<file path="config.mk">
export PLATFORM = sky130hd
export DESIGN_NAME = stress_toggle_array
export DESIGN_NICKNAME = d
export VERILOG_FILES = /design/src/rtl/stress_pkg.sv /design/src/rtl/stress_channel.sv /design/src/rtl/stress_toggle_array.sv
export SDC_FILE = /design/constraint.sdc
export NUM_CORES = 1
export LEC_CHECK = 0
export CAP_MARGIN = 25
export CORE_MARGIN = 2
export CORE_UTILIZATION = 55
export DETAILED_ROUTE_END_ITERATION = 10
export MAX_ROUTING_LAYER = met4
export PLACE_DENSITY = 0.78
export SYNTH_ARGS = -nofsm -noshare
export SYNTH_HDL_FRONTEND = slang
export SYNTH_SLANG_ARGS = --single-unit
</file>
<file path="constraint.sdc">
create_clock -name clk -period 3.3 [get_ports clk]
set_input_delay 0.66 -clock clk [delete_from_list [all_inputs] [get_ports clk]]
set_output_delay 0.66 -clock clk [all_outputs]
set_load 0.1 [all_outputs]
</file>
<file path="src/rtl/stress_pkg.sv">
// Shared types and constants for the toggle-array power stress block.
//   mode_t     : requested activity mode (OFF / RAMP / FULL / PULSE)
//   state_t    : soft-start controller states
//   lfsr_taps  : maximal-length Fibonacci tap mask for 2..32-bit LFSRs
//   PHASE_BITS : width of the PULSE duty-cycle phase counter
package stress_pkg;

  localparam int unsigned PHASE_BITS = 8;

  typedef enum logic [1:0] {
    MODE_OFF   = 2'd0,
    MODE_RAMP  = 2'd1,
    MODE_FULL  = 2'd2,
    MODE_PULSE = 2'd3
  } mode_t;

  typedef enum logic [1:0] {
    S_IDLE = 2'd0,
    S_RAMP = 2'd1,
    S_HOLD = 2'd2
  } state_t;

  // Bit n-1 set means register bit n feeds the XOR feedback.
  function automatic logic [31:0] lfsr_taps(input int unsigned width);
    case (width)
      2:       return 32'h0000_0003;
      3:       return 32'h0000_0006;
      4:       return 32'h0000_000C;
      5:       return 32'h0000_0014;
      6:       return 32'h0000_0030;
      7:       return 32'h0000_0060;
      8:       return 32'h0000_00B8;
      9:       return 32'h0000_0110;
      10:      return 32'h0000_0240;
      11:      return 32'h0000_0500;
      12:      return 32'h0000_0829;
      13:      return 32'h0000_100D;
      14:      return 32'h0000_2015;
      15:      return 32'h0000_6000;
      16:      return 32'h0000_D008;
      17:      return 32'h0001_2000;
      18:      return 32'h0002_0400;
      19:      return 32'h0004_0023;
      20:      return 32'h0009_0000;
      21:      return 32'h0014_0000;
      22:      return 32'h0030_0000;
      23:      return 32'h0042_0000;
      24:      return 32'h00E1_0000;
      25:      return 32'h0120_0000;
      26:      return 32'h0200_0023;
      27:      return 32'h0400_0013;
      28:      return 32'h0900_0000;
      29:      return 32'h1400_0000;
      30:      return 32'h2000_0029;
      31:      return 32'h4800_0000;
      default: return 32'h8020_0003;
    endcase
  endfunction

endpackage

</file>
<file path="src/rtl/stress_channel.sv">
// One toggle channel: a WIDTH-bit register that advances when run is high.
// Binary counter by default; a maximal-length Fibonacci LFSR when
// STRESS_LFSR_EN is defined.
//   clk, reset_n : clock, synchronous active-low reset (loads seed)
//   run          : advance this cycle
//   seed         : reset value (must be nonzero in LFSR builds)
//   value        : current register contents
module stress_channel
  import stress_pkg::*;
#(
  parameter int unsigned WIDTH = 16
) (
  input  logic             clk,
  input  logic             reset_n,
  input  logic             run,
  input  logic [WIDTH-1:0] seed,
  output logic [WIDTH-1:0] value
);

`ifdef STRESS_LFSR_EN
  localparam logic [WIDTH-1:0] TAPS = WIDTH'(lfsr_taps(WIDTH));
`endif

  logic [WIDTH-1:0] value_q;
  logic [WIDTH-1:0] value_d;

  // Next value: hold, or advance by one step.
  always_comb begin
    value_d = value_q;
    if (run) begin
`ifdef STRESS_LFSR_EN
      value_d = {value_q[WIDTH-2:0], ^(value_q & TAPS)};
`else
      value_d = value_q + WIDTH'(1);
`endif
    end
  end

  always_ff @(posedge clk) begin
    if (!reset_n) value_q <= seed;
    else          value_q <= value_d;
  end

  assign value = value_q;

endmodule

</file>
<file path="src/rtl/stress_toggle_array.sv">
// Array of NUM_CHANNELS toggling registers for supply-current stress tests,
// with a soft-start ramp that enables channels one at a time and an optional
// duty-cycled (PULSE) mode. Define STRESS_LFSR_EN to make each channel an LFSR.
//   clk, reset_n    : clock, synchronous active-low reset
//   enable          : run request; low returns to IDLE
//   mode            : 0=OFF 1=RAMP 2=FULL 3=PULSE
//   duty            : PULSE on-cycles per 256-cycle period
//   active_channels : number of channels currently enabled
//   ramp_done       : all channels enabled after a RAMP
//   signature       : registered XOR of every channel bit
//   heartbeat       : MSB of channel 0
module stress_toggle_array
  import stress_pkg::*;
#(
  parameter int unsigned NUM_CHANNELS = 32,
  parameter int unsigned WIDTH        = 16,
  parameter int unsigned RAMP_CYCLES  = 6000
) (
  input  logic                                clk,
  input  logic                                reset_n,
  input  logic                                enable,
  input  logic [1:0]                          mode,
  input  logic [PHASE_BITS-1:0]               duty,
  output logic [$clog2(NUM_CHANNELS+1)-1:0]   active_channels,
  output logic                                ramp_done,
  output logic                                signature,
  output logic                                heartbeat
);

  localparam int unsigned ACT_W   = $clog2(NUM_CHANNELS + 1);
  localparam int unsigned TIMER_W = (RAMP_CYCLES > 1) ? $clog2(RAMP_CYCLES) : 1;

  state_t                state_q, state_d;
  mode_t                 mode_q, mode_d;
  logic [TIMER_W-1:0]    timer_q, timer_d;
  logic [PHASE_BITS-1:0] phase_q, phase_d;
  logic [ACT_W-1:0]      active_q, active_d;
  logic                  ramp_done_q, ramp_done_d;
  logic                  sig_q, sig_c;
  logic                  gate_c;
  mode_t                 mode_in;

  logic [NUM_CHANNELS-1:0] run;
  logic [WIDTH-1:0]        ch_val [NUM_CHANNELS];

  assign mode_in = mode_t'(mode);

  // Next-state logic for the soft-start controller.
  always_comb begin
    state_d     = state_q;
    mode_d      = mode_q;
    timer_d     = timer_q;
    phase_d     = phase_q;
    active_d    = active_q;
    ramp_done_d = ramp_done_q;
    case (state_q)
      S_IDLE: begin
        active_d    = '0;
        ramp_done_d = 1'b0;
        if (enable && (mode_in != MODE_OFF)) begin
          mode_d = mode_in;
          if (mode_in == MODE_RAMP) begin
            state_d = S_RAMP;
            timer_d = '0;
          end else begin
            state_d  = S_HOLD;
            active_d = ACT_W'(NUM_CHANNELS);
            phase_d  = '0;
          end
        end
      end
      S_RAMP: begin
        if (timer_q == TIMER_W'(RAMP_CYCLES - 1)) begin
          timer_d  = '0;
          active_d = active_q + ACT_W'(1);
          if ((active_q + ACT_W'(1)) == ACT_W'(NUM_CHANNELS)) begin
            state_d     = S_HOLD;
            ramp_done_d = 1'b1;
            phase_d     = '0;
          end
        end else begin
          timer_d = timer_q + TIMER_W'(1);
        end
      end
      S_HOLD: begin
        phase_d     = phase_q + PHASE_BITS'(1);
        ramp_done_d = (mode_q == MODE_RAMP);
      end
      default: state_d = S_IDLE;
    endcase
    // A dropped request or a mode change aborts through a one-cycle IDLE.
    if ((state_q != S_IDLE) && (!enable || (mode_in != mode_q))) begin
      state_d     = S_IDLE;
      active_d    = '0;
      ramp_done_d = 1'b0;
    end
  end

  always_ff @(posedge clk) begin
    if (!reset_n) begin
      state_q     <= S_IDLE;
      mode_q      <= MODE_OFF;
      timer_q     <= '0;
      phase_q     <= '0;
      active_q    <= '0;
      ramp_done_q <= 1'b0;
      sig_q       <= 1'b0;
    end else begin
      state_q     <= state_d;
      mode_q      <= mode_d;
      timer_q     <= timer_d;
      phase_q     <= phase_d;
      active_q    <= active_d;
      ramp_done_q <= ramp_done_d;
      sig_q       <= sig_c;
    end
  end

  assign gate_c = (mode_q != MODE_PULSE) || (phase_q < duty);

  for (genvar i = 0; i < NUM_CHANNELS; i++) begin : g_ch
    logic [WIDTH-1:0] seed;
`ifdef STRESS_LFSR_EN
    // i+1, folded so that narrow LFSRs never get the all-zero lock-up seed.
    localparam longint unsigned SEED = (64'(i) % ((64'd1 << WIDTH) - 64'd1)) + 64'd1;
    assign seed = WIDTH'(SEED);
`else
    assign seed = '0;
`endif
    assign run[i] = gate_c && (ACT_W'(i) < active_q);

    stress_channel #(.WIDTH(WIDTH)) u_ch (
      .clk     (clk),
      .reset_n (reset_n),
      .run     (run[i]),
      .seed    (seed),
      .value   (ch_val[i])
    );
  end

  // XOR of every channel bit; keeps the whole array observable.
  always_comb begin
    sig_c = 1'b0;
    for (int unsigned i = 0; i < NUM_CHANNELS; i++) sig_c = sig_c ^ (^ch_val[i]);
  end

  assign active_channels = active_q;
  assign ramp_done       = ramp_done_q;
  assign signature       = sig_q;
  assign heartbeat       = ch_val[0][WIDTH-1];

endmodule

</file>
==> results of run 1 <==
-- cell families (layout without fill, tap and decap cells) --
group                      count (synthesis)  count (layout)  share of synthesized area
muxes                                     38              38                     0.0125
AOI/OAI and AO/OA                        723             723                      0.154
and+or+nand+nor                         1072            1072                      0.177
buffers and inverters                    239             378                     0.0307
adders and majority gates                239             239                     0.0982
xor gates and xnor gates                 589             589                      0.170
DFF                                      545             545                      0.358
-- registers in the layout, indices dropped and copies added, names as in the netlist --
signal	cells
g_ch.u_ch.value	512
phase_q	8
state_q	2
active_channels	6
timer_q	13
ramp_done	1
mode_q	2
signature	1
-- worst max path at each step --
stage / from / end / slack (ns)
2_1_floorplan: active_channels[0] / g_ch[24].u_ch.value[15] / 0.05
3_3_place_gp: duty[1] / g_ch[15].u_ch.value[14] / -0.42
3_5_place_dp: duty[1] / g_ch[15].u_ch.value[14] / -0.42
4_1_cts: duty[1] / g_ch[8].u_ch.value[14] / 0.22
5_1_grt: duty[1] / g_ch[11].u_ch.value[14] / 0.004
6_report: duty[1] / g_ch[14].u_ch.value[12] / 0.17
-- cells in the mapped netlist, types with 3 or more instances --
master,count,share of area
sky130_fd_sc_hd__dfxtp_1,545,0.36
sky130_fd_sc_hd__buf_2,25,0.0041
sky130_fd_sc_hd__a21oi_1,203,0.033
sky130_fd_sc_hd__nand2b_1,17,0.0035
sky130_fd_sc_hd__ha_1,239,0.098
sky130_fd_sc_hd__a311oi_1,3,0.00086
sky130_fd_sc_hd__and4_1,26,0.0075
sky130_fd_sc_hd__and2_1,23,0.0047
sky130_fd_sc_hd__nor2b_1,3,0.00062
sky130_fd_sc_hd__or2_2,15,0.0031
sky130_fd_sc_hd__nand3b_1,3,0.00074
sky130_fd_sc_hd__xnor2_1,308,0.089
sky130_fd_sc_hd__clkbuf_1,134,0.017
sky130_fd_sc_hd__nand4_1,46,0.0094
sky130_fd_sc_hd__nand3_1,85,0.014
sky130_fd_sc_hd__a211o_1,5,0.0014
sky130_fd_sc_hd__or3_1,101,0.021
sky130_fd_sc_hd__xor2_1,280,0.081
sky130_fd_sc_hd__nor4_1,10,0.0021
sky130_fd_sc_hd__nor3_1,19,0.0031
sky130_fd_sc_hd__o21ai_0,137,0.023
sky130_fd_sc_hd__a211oi_1,19,0.0047
sky130_fd_sc_hd__a2111oi_0,7,0.0020
sky130_fd_sc_hd__o211ai_1,132,0.033
sky130_fd_sc_hd__mux2i_1,38,0.012
sky130_fd_sc_hd__and3_1,79,0.016
sky130_fd_sc_hd__o21ai_1,22,0.0036
sky130_fd_sc_hd__or4_1,85,0.021
sky130_fd_sc_hd__o21a_1,11,0.0027
sky130_fd_sc_hd__nor3b_1,4,0.00099
sky130_fd_sc_hd__o31ai_1,84,0.021
sky130_fd_sc_hd__nand2_1,176,0.022
sky130_fd_sc_hd__a21o_1,4,0.00099
sky130_fd_sc_hd__buf_1,11,0.0014
sky130_fd_sc_hd__inv_1,67,0.0083
sky130_fd_sc_hd__o2111ai_1,72,0.021
sky130_fd_sc_hd__nor2_1,376,0.046
-- worst max-delay path, cell delays in order --
cell and delay (ns):
sky130_fd_sc_hd__clkdlybuf4s50_1 0.45, sky130_fd_sc_hd__inv_1 0.04, sky130_fd_sc_hd__ha_1 0.28, sky130_fd_sc_hd__a21o_1 0.16
sky130_fd_sc_hd__a21o_1 0.17, sky130_fd_sc_hd__a21oi_1 0.13, sky130_fd_sc_hd__o21ai_1 0.14, sky130_fd_sc_hd__a211oi_4 0.34
sky130_fd_sc_hd__buf_12 0.24, sky130_fd_sc_hd__buf_4 0.23, sky130_fd_sc_hd__o21ai_0 0.13, sky130_fd_sc_hd__buf_4 0.18
sky130_fd_sc_hd__or3_1 0.34, sky130_fd_sc_hd__a21oi_1 0.16
-- area by class of cell --
| type | count | area [um2] |
|---|---|---|
| fillers | 4407 | 20400 |
| inverters | 67 | 259 |
| flip-flops and latches | 545 | 10900 |
| well taps | 704 | 881 |
| repair buffers | 203 | 1750 |
| clock buffers | 88 | 1750 |
| clock inverters | 20 | 315 |
| multi-input cells | 2661 | 18600 |
-- power groups by stage --
stage | sequential [W] | combinational (W) | clock, W
floorplan | 0.00730 | 0.00395 | 0
global placement | 0.00726 | 0.00620 | 0
detailed placement | 0.00727 | 0.00629 | 0
CTS | 0.00713 | 0.00632 | 0.00705
global route | 0.00717 | 0.00672 | 0.00734
finish | 0.00713 | 0.00635 | 0.00698
-- stage by stage --
| step | util | cell area, um2 | setup WS, ns | TNS, ns |
|---|---|---|---|---|
| 2_1_floorplan | - | 30500 | 0.0523 | 0 |
| 3_3_place_gp | 0.591 | 32400 | -0.425 | -76.94 |
| 3_5_place_dp | 0.591 | 32400 | -0.418 | -80.95 |
| 4_1_cts | 0.629 | 34500 | 0.218 | 0 |
| 5_1_grt | 0.629 | 34500 | 0.00364 | 0 |
| 6_report | 0.629 | 34500 | 0.172 | 0 |
-- metal layers --
| metal | wire length (um) | track usage | up-vias |
|---|---|---|---|
| met5 | 0 | - | - |
| met4 | 1540 | 0.0648 | 0 |
| met3 | 4260 | 0.0360 | 98 |
| met2 | 34300 | 0.425 | 595 |
| met1 | 33400 | 0.343 | 12100 |
| li1 | - | - | 12500 |
==> run_summary.xml, run 1 <==
<?xml version="1.0" encoding="UTF-8"?>
<metrics>
  <group name="power_and_ir_drop">
    <metric name="total_leakage_power" unit="nW">13.5</metric>
    <metric name="p_clk_frac" unit="">0.341</metric>
    <metric name="pwrdens" unit="nW/um2">593</metric>
    <metric name="totalPowerFinal" unit="W">0.0205</metric>
    <metric name="total_switching_power" unit="W">0.00661</metric>
    <metric name="proportion_of_total_power_due_to_net_switching" unit="">0.323</metric>
    <metric name="power.share.sequential" unit="">0.348</metric>
    <metric name="internal_power" unit="W">0.0139</metric>
    <metric name="share_of_power_burned_in_combinational_logic" unit="">0.310</metric>
    <metric name="vdd_drop_max" unit="mV">0.493</metric>
  </group>
  <group name="finish">
    <metric name="number_of_nets_in_the_layout" unit="">3789</metric>
    <metric name="finish.cell_count_without_fillers" unit="">4288</metric>
    <metric name="drive_gt1_frac" unit="">0.0884</metric>
    <metric name="layout_common_cells" unit="">sky130_fd_sc_hd__dfxtp_1 (544), sky130_fd_sc_hd__nor2_1 (374), sky130_fd_sc_hd__xnor2_1 (308)</metric>
    <metric name="layout.cells.most_common" unit="">sky130_fd_sc_hd__dfxtp_1</metric>
    <metric name="insertedDiodeCount" unit="">0</metric>
    <metric name="flow.area_growth_from_synthesis" unit="%">13.2</metric>
  </group>
  <group name="worst_setup_path">
    <metric name="r2r_start" unit="">g_ch[2].u_ch.value[12]</metric>
    <metric name="cp-start-kind" unit="">primary input</metric>
    <metric name="worst_r2r_path_depth" unit="">11</metric>
    <metric name="worstPathRequired" unit="ns">3.84</metric>
    <metric name="reg_to_reg_critical_path_endpoint" unit="">signature</metric>
    <metric name="endpoint_kind" unit="">register</metric>
    <metric name="arrival" unit="ns">3.67</metric>
    <metric name="rrSetupSlack" unit="ns">0.26</metric>
    <metric name="timing.setup.critical_path_class" unit="">in2reg</metric>
    <metric name="cp_max_fo" unit="">20</metric>
  </group>
  <group name="synth">
    <metric name="synth.cell_area" unit="um2">30500</metric>
    <metric name="synth_enable_flop_cells" unit="">0</metric>
    <metric name="synth.ff_latch_count" unit="">545</metric>
    <metric name="synthesis.instances" unit="">3445</metric>
    <metric name="postSynthAreaPerCell" unit="um2">8.84</metric>
    <metric name="yosysUniqueCellTypes" unit="">60</metric>
    <metric name="synth.yosys.warnings" unit="">0</metric>
    <metric name="ys_dominant_reg_cell" unit="">sky130_fd_sc_hd__dfxtp_1</metric>
    <metric name="post_synth_net_total" unit="">3697</metric>
    <metric name="asyncSetResetFlopFracSynth" unit="">0</metric>
    <metric name="ys_seq_area_frac" unit="">0.358</metric>
  </group>
  <group name="drt">
    <metric name="drt_first_iter_violations" unit="">1991</metric>
    <metric name="post_drt_wl_per_cell" unit="um">17.1</metric>
    <metric name="detail-route-antenna-nets" unit="">0</metric>
    <metric name="drc" unit="">0</metric>
    <metric name="num_vias" unit="">25300</metric>
    <metric name="dr.pass1.iters" unit="">8</metric>
    <metric name="vias_per_cell" unit="">5.90</metric>
    <metric name="postRouteWirelength" unit="um">73500</metric>
  </group>
  <group name="grt">
    <metric name="globalRouteTotalUtil" unit="">0.261</metric>
    <metric name="grt_start_max_net_pins" unit="">87</metric>
    <metric name="wire_length_of_the_first_global_routing_pass" unit="um">120000</metric>
    <metric name="antenna_found_initial" unit="">0</metric>
    <metric name="grt.overflow.total" unit="">0</metric>
    <metric name="first_global_vias" unit="">23900</metric>
  </group>
  <group name="clock_network">
    <metric name="ctsResizeCount" unit="">0</metric>
    <metric name="post-cts-setup-buffer-count" unit="">0</metric>
    <metric name="cts_tree" unit="">yes</metric>
    <metric name="cts_htree_levels" unit="">2</metric>
    <metric name="postCtsHoldBufs" unit="">0</metric>
    <metric name="insertion_delay" unit="ns">0.63</metric>
    <metric name="cts_inserted_buffers" unit="">59</metric>
    <metric name="clock-sinks" unit="">545</metric>
    <metric name="clk_pin_slew_worst_paths" unit="ns">0.06</metric>
    <metric name="cts-root-to-sink-buffers" unit="">3</metric>
    <metric name="root_buf_cell" unit="">sky130_fd_sc_hd__clkbuf_16</metric>
  </group>
  <group name="sta">
    <metric name="worst_clock_skew" unit="ns">0.0248</metric>
    <metric name="layout_min_cycle_time" unit="ns">3.13</metric>
    <metric name="tightest_slew" unit="ns">0.890</metric>
    <metric name="worst_relative_slew_slack" unit="">0.406</metric>
    <metric name="hold_ws" unit="ns">0.478</metric>
    <metric name="drv_slew" unit="">0</metric>
    <metric name="grt_setup_unrepaired" unit="">false</metric>
    <metric name="timing.final.crit_share" unit="">0.948</metric>
    <metric name="hold_violations" unit="">0</metric>
    <metric name="maxClockFrequency" unit="MHz">320</metric>
    <metric name="report.final.setup_viol" unit="">0</metric>
  </group>
  <group name="placed_design">
    <metric name="dp_cells" unit="">4180</metric>
    <metric name="hpwl" unit="um">51500</metric>
    <metric name="routabilityCongestion" unit="">0.866</metric>
    <metric name="io_buffers" unit="">21</metric>
  </group>
  <group name="min_path">
    <metric name="worstHoldPathCells" unit="">2</metric>
    <metric name="timing.hold.worst.class" unit="">reg2reg</metric>
    <metric name="hold_path_startpoint" unit="">g_ch[23].u_ch.value[1]</metric>
    <metric name="worst_hold_path.endpoint" unit="">g_ch[23].u_ch.value[1]</metric>
  </group>
  <group name="outcome">
    <metric name="status" unit="">complete, no violations</metric>
  </group>
  <group name="floorplan">
    <metric name="design.core.area" unit="um2">54900</metric>
    <metric name="floorplan.die_area" unit="um2">57300</metric>
    <metric name="placementRows" unit="">86</metric>
    <metric name="io_pins" unit="">22</metric>
    <metric name="floorplan.die.width" unit="um">239</metric>
    <metric name="dieHeight" unit="um">239</metric>
    <metric name="start_util" unit="">0.555</metric>
  </group>
  <group name="job">
    <metric name="maxCapViolCount" unit="">0</metric>
  </group>
</metrics>
No activity file was read; power rests on OpenSTA's default activity.
==> run 2: changes to the inputs <==
--- a/config.mk
+++ b/config.mk
@@ -6,11 +6,12 @@
 export NUM_CORES = 1
 export LEC_CHECK = 0
 export CAP_MARGIN = 25
+export CORE_ASPECT_RATIO = 0.8
 export CORE_MARGIN = 2
 export CORE_UTILIZATION = 55
 export DETAILED_ROUTE_END_ITERATION = 10
 export MAX_ROUTING_LAYER = met4
-export PLACE_DENSITY = 0.78
+export PLACE_DENSITY = 0.71
 export SYNTH_ARGS = -nofsm -noshare
 export SYNTH_HDL_FRONTEND = slang
 export SYNTH_SLANG_ARGS = --single-unit
==> run_summary.xml, run 2 (same netlist as run 1, synthesis figures left out) <==
<?xml version="1.0" encoding="UTF-8"?>
<metrics>
  <group name="outcome">
    <metric name="status" unit="">complete, no violations</metric>
  </group>
  <group name="drt">
    <metric name="drc" unit="">0</metric>
    <metric name="post_drt_wl_per_cell" unit="um">18.2</metric>
    <metric name="postRouteWirelength" unit="um">78800</metric>
    <metric name="dr.pass1.iters" unit="">6</metric>
    <metric name="vias_per_cell" unit="">5.95</metric>
    <metric name="drt_first_iter_violations" unit="">2140</metric>
    <metric name="num_vias" unit="">25800</metric>
    <metric name="detail-route-antenna-nets" unit="">0</metric>
  </group>
  <group name="grt">
    <metric name="antenna_found_initial" unit="">2</metric>
    <metric name="grt_start_max_net_pins" unit="">94</metric>
    <metric name="grt.overflow.total" unit="">0</metric>
    <metric name="globalRouteTotalUtil" unit="">0.281</metric>
    <metric name="wire_length_of_the_first_global_routing_pass" unit="um">129000</metric>
    <metric name="first_global_vias" unit="">25000</metric>
  </group>
  <group name="worst_setup_path">
    <metric name="worst_setup_path_startpoint" unit="">duty[1]</metric>
    <metric name="timing.setup.critical_path_class" unit="">in2reg</metric>
    <metric name="rrSetupSlack" unit="ns">0.30</metric>
    <metric name="worst_r2r_path_depth" unit="">10</metric>
    <metric name="worstPathRequired" unit="ns">3.83</metric>
    <metric name="endpoint_kind" unit="">register</metric>
    <metric name="cp-start-kind" unit="">primary input</metric>
    <metric name="r2r_start" unit="">g_ch[1].u_ch.value[4]</metric>
    <metric name="arrival" unit="ns">3.70</metric>
    <metric name="cp_max_fo" unit="">18</metric>
  </group>
  <group name="power_and_ir_drop">
    <metric name="vdd_drop_max" unit="mV">0.635</metric>
    <metric name="total_switching_power" unit="W">0.00653</metric>
    <metric name="internal_power" unit="W">0.0133</metric>
    <metric name="total_leakage_power" unit="nW">13.4</metric>
    <metric name="p_clk_frac" unit="">0.324</metric>
    <metric name="pwrdens" unit="nW/um2">578</metric>
    <metric name="share_of_power_burned_in_combinational_logic" unit="">0.317</metric>
    <metric name="proportion_of_total_power_due_to_net_switching" unit="">0.329</metric>
    <metric name="power.share.sequential" unit="">0.359</metric>
  </group>
  <group name="floorplan">
    <metric name="placementRows" unit="">77</metric>
    <metric name="start_util" unit="">0.554</metric>
    <metric name="design.core.area" unit="um2">55000</metric>
    <metric name="floorplan.die_area" unit="um2">57300</metric>
    <metric name="floorplan.die.width" unit="um">267</metric>
    <metric name="io_pins" unit="">22</metric>
    <metric name="dieHeight" unit="um">214</metric>
  </group>
  <group name="clock_network">
    <metric name="cts-root-to-sink-buffers" unit="">3</metric>
    <metric name="cts_inserted_buffers" unit="">57</metric>
    <metric name="insertion_delay" unit="ns">0.63</metric>
    <metric name="cts_htree_levels" unit="">2</metric>
    <metric name="clk_pin_slew_worst_paths" unit="ns">0.06</metric>
    <metric name="cts_tree" unit="">yes</metric>
    <metric name="root_buf_cell" unit="">sky130_fd_sc_hd__clkbuf_16</metric>
    <metric name="postCtsHoldBufs" unit="">0</metric>
    <metric name="clock-sinks" unit="">545</metric>
  </group>
  <group name="finish">
    <metric name="fill_cells" unit="">4630</metric>
    <metric name="largest_register_ffs" unit="">512</metric>
    <metric name="flow.area_growth_from_synthesis" unit="%">12.8</metric>
    <metric name="layout.cells.most_common" unit="">sky130_fd_sc_hd__dfxtp_1</metric>
    <metric name="number_of_nets_in_the_layout" unit="">3793</metric>
    <metric name="layout_common_cells" unit="">sky130_fd_sc_hd__dfxtp_1 (544), sky130_fd_sc_hd__nor2_1 (375), sky130_fd_sc_hd__xnor2_1 (308)</metric>
    <metric name="drive_gt1_frac" unit="">0.0864</metric>
  </group>
  <group name="min_path">
    <metric name="timing.hold.worst.class" unit="">in2reg</metric>
    <metric name="worstHoldPathCells" unit="">3</metric>
    <metric name="hold_path_startpoint" unit="">reset_n</metric>
  </group>
  <group name="sta">
    <metric name="worst_relative_slew_slack" unit="">0.318</metric>
    <metric name="worst_clock_skew" unit="ns">0.0165</metric>
    <metric name="layout_min_cycle_time" unit="ns">3.17</metric>
    <metric name="timing.final.crit_share" unit="">0.960</metric>
    <metric name="hold_ws" unit="ns">0.437</metric>
    <metric name="report.final.setup_viol" unit="">0</metric>
    <metric name="drv_slew" unit="">0</metric>
    <metric name="maxClockFrequency" unit="MHz">316</metric>
    <metric name="grt_setup_unrepaired" unit="">false</metric>
    <metric name="tightest_slew" unit="ns">1.02</metric>
    <metric name="hold_violations" unit="">0</metric>
    <metric name="fin_tns_setup" unit="ns">0</metric>
  </group>
  <group name="job">
    <metric name="maxCapViolCount" unit="">0</metric>
  </group>
  <group name="placed_design">
    <metric name="hpwl" unit="um">56300</metric>
    <metric name="io_buffers" unit="">21</metric>
    <metric name="routabilityCongestion" unit="">0.901</metric>
  </group>
</metrics>
run 2: cell type report:
| cell class | instances | area, um2 | share of cell area |
|---|---|---|---|
| Sequential cell | 545 | 10900 | 0.318 |
| Clock inverter | 10 | 106 | 0.00309 |
| Timing Repair Buffer | 209 | 1780 | 0.0517 |
| Clock buffer | 96 | 1730 | 0.0502 |
| Tap cell | 750 | 938 | 0.0273 |
| Antenna cell | 1 | 2.50 | 0.0000728 |
| Multi-Input combinational cell | 2661 | 18600 | 0.543 |
| Inverter | 67 | 259 | 0.00754 |
run 2: path summary, 6_finish.rpt:
kind                             end
min reg2reg  g_ch[15].u_ch.value[15]
min           g_ch[2].u_ch.value[14]
max reg2reg                signature
max          g_ch[27].u_ch.value[14]
run 2: critical path: stages:
cell	delay (ns)
sky130_fd_sc_hd__clkdlybuf4s50_1	0.46
sky130_fd_sc_hd__inv_1	0.05
sky130_fd_sc_hd__ha_1	0.28
sky130_fd_sc_hd__a21o_1	0.15
sky130_fd_sc_hd__a21o_1	0.16
sky130_fd_sc_hd__a21oi_1	0.17
sky130_fd_sc_hd__o21ai_2	0.11
sky130_fd_sc_hd__a211oi_4	0.31
sky130_fd_sc_hd__buf_12	0.25
sky130_fd_sc_hd__buf_6	0.20
sky130_fd_sc_hd__o21ai_1	0.13
sky130_fd_sc_hd__or4_1	0.55
sky130_fd_sc_hd__a21oi_1	0.19
run 2: layer usage:
metal / global-route usage / share of wire / vias up / wire length [um]
li1: - / - / 12500 / -
met1: 0.390 / 0.47 / 12500 / 37000
met3: 0.0363 / 0.062 / 113 / 4850
met4: 0.0639 / 0.017 / 0 / 1380
met2: 0.434 / 0.45 / 698 / 35600
met5: - / 0 / - / 0
run 2: power groups by stage:
| stage | Combinational (W) | Clock, W | Sequential (W) |
|---|---|---|---|
| after CTS | 0.00627 | 0.00652 | 0.00713 |
| after global routing | 0.00674 | 0.00680 | 0.00717 |
| after detailed placement | 0.00623 | 0 | 0.00727 |
| final | 0.00630 | 0.00643 | 0.00713 |
| after global placement | 0.00612 | 0 | 0.00725 |
| after floorplan | 0.00395 | 0 | 0.00730 |
run 2: repair_timing:
item	CTS	global route
setup buffers	0	0
hold endpoints to repair	0	0
endpoints found under the setup margin	0	33
resized for setup	0	5
run 2: per-stage QoR:
| stage | instances | worst slack [ns] | power (W) | util | instance area [um2] |
|---|---|---|---|---|---|
| 2_1_floorplan | 3445 | 0.0523 | 0.0112 | - | 30500 |
| 3_3_place_gp | 4232 | -0.529 | 0.0134 | 0.591 | 32500 |
| 3_5_place_dp | 4232 | -0.582 | 0.0135 | 0.591 | 32500 |
| 4_1_cts | 4338 | 0.0565 | 0.0199 | 0.624 | 34300 |
| 5_1_grt | 4339 | 0.00706 | 0.0207 | 0.625 | 34400 |
| 6_report | 4339 | 0.133 | 0.0199 | 0.625 | 34400 |
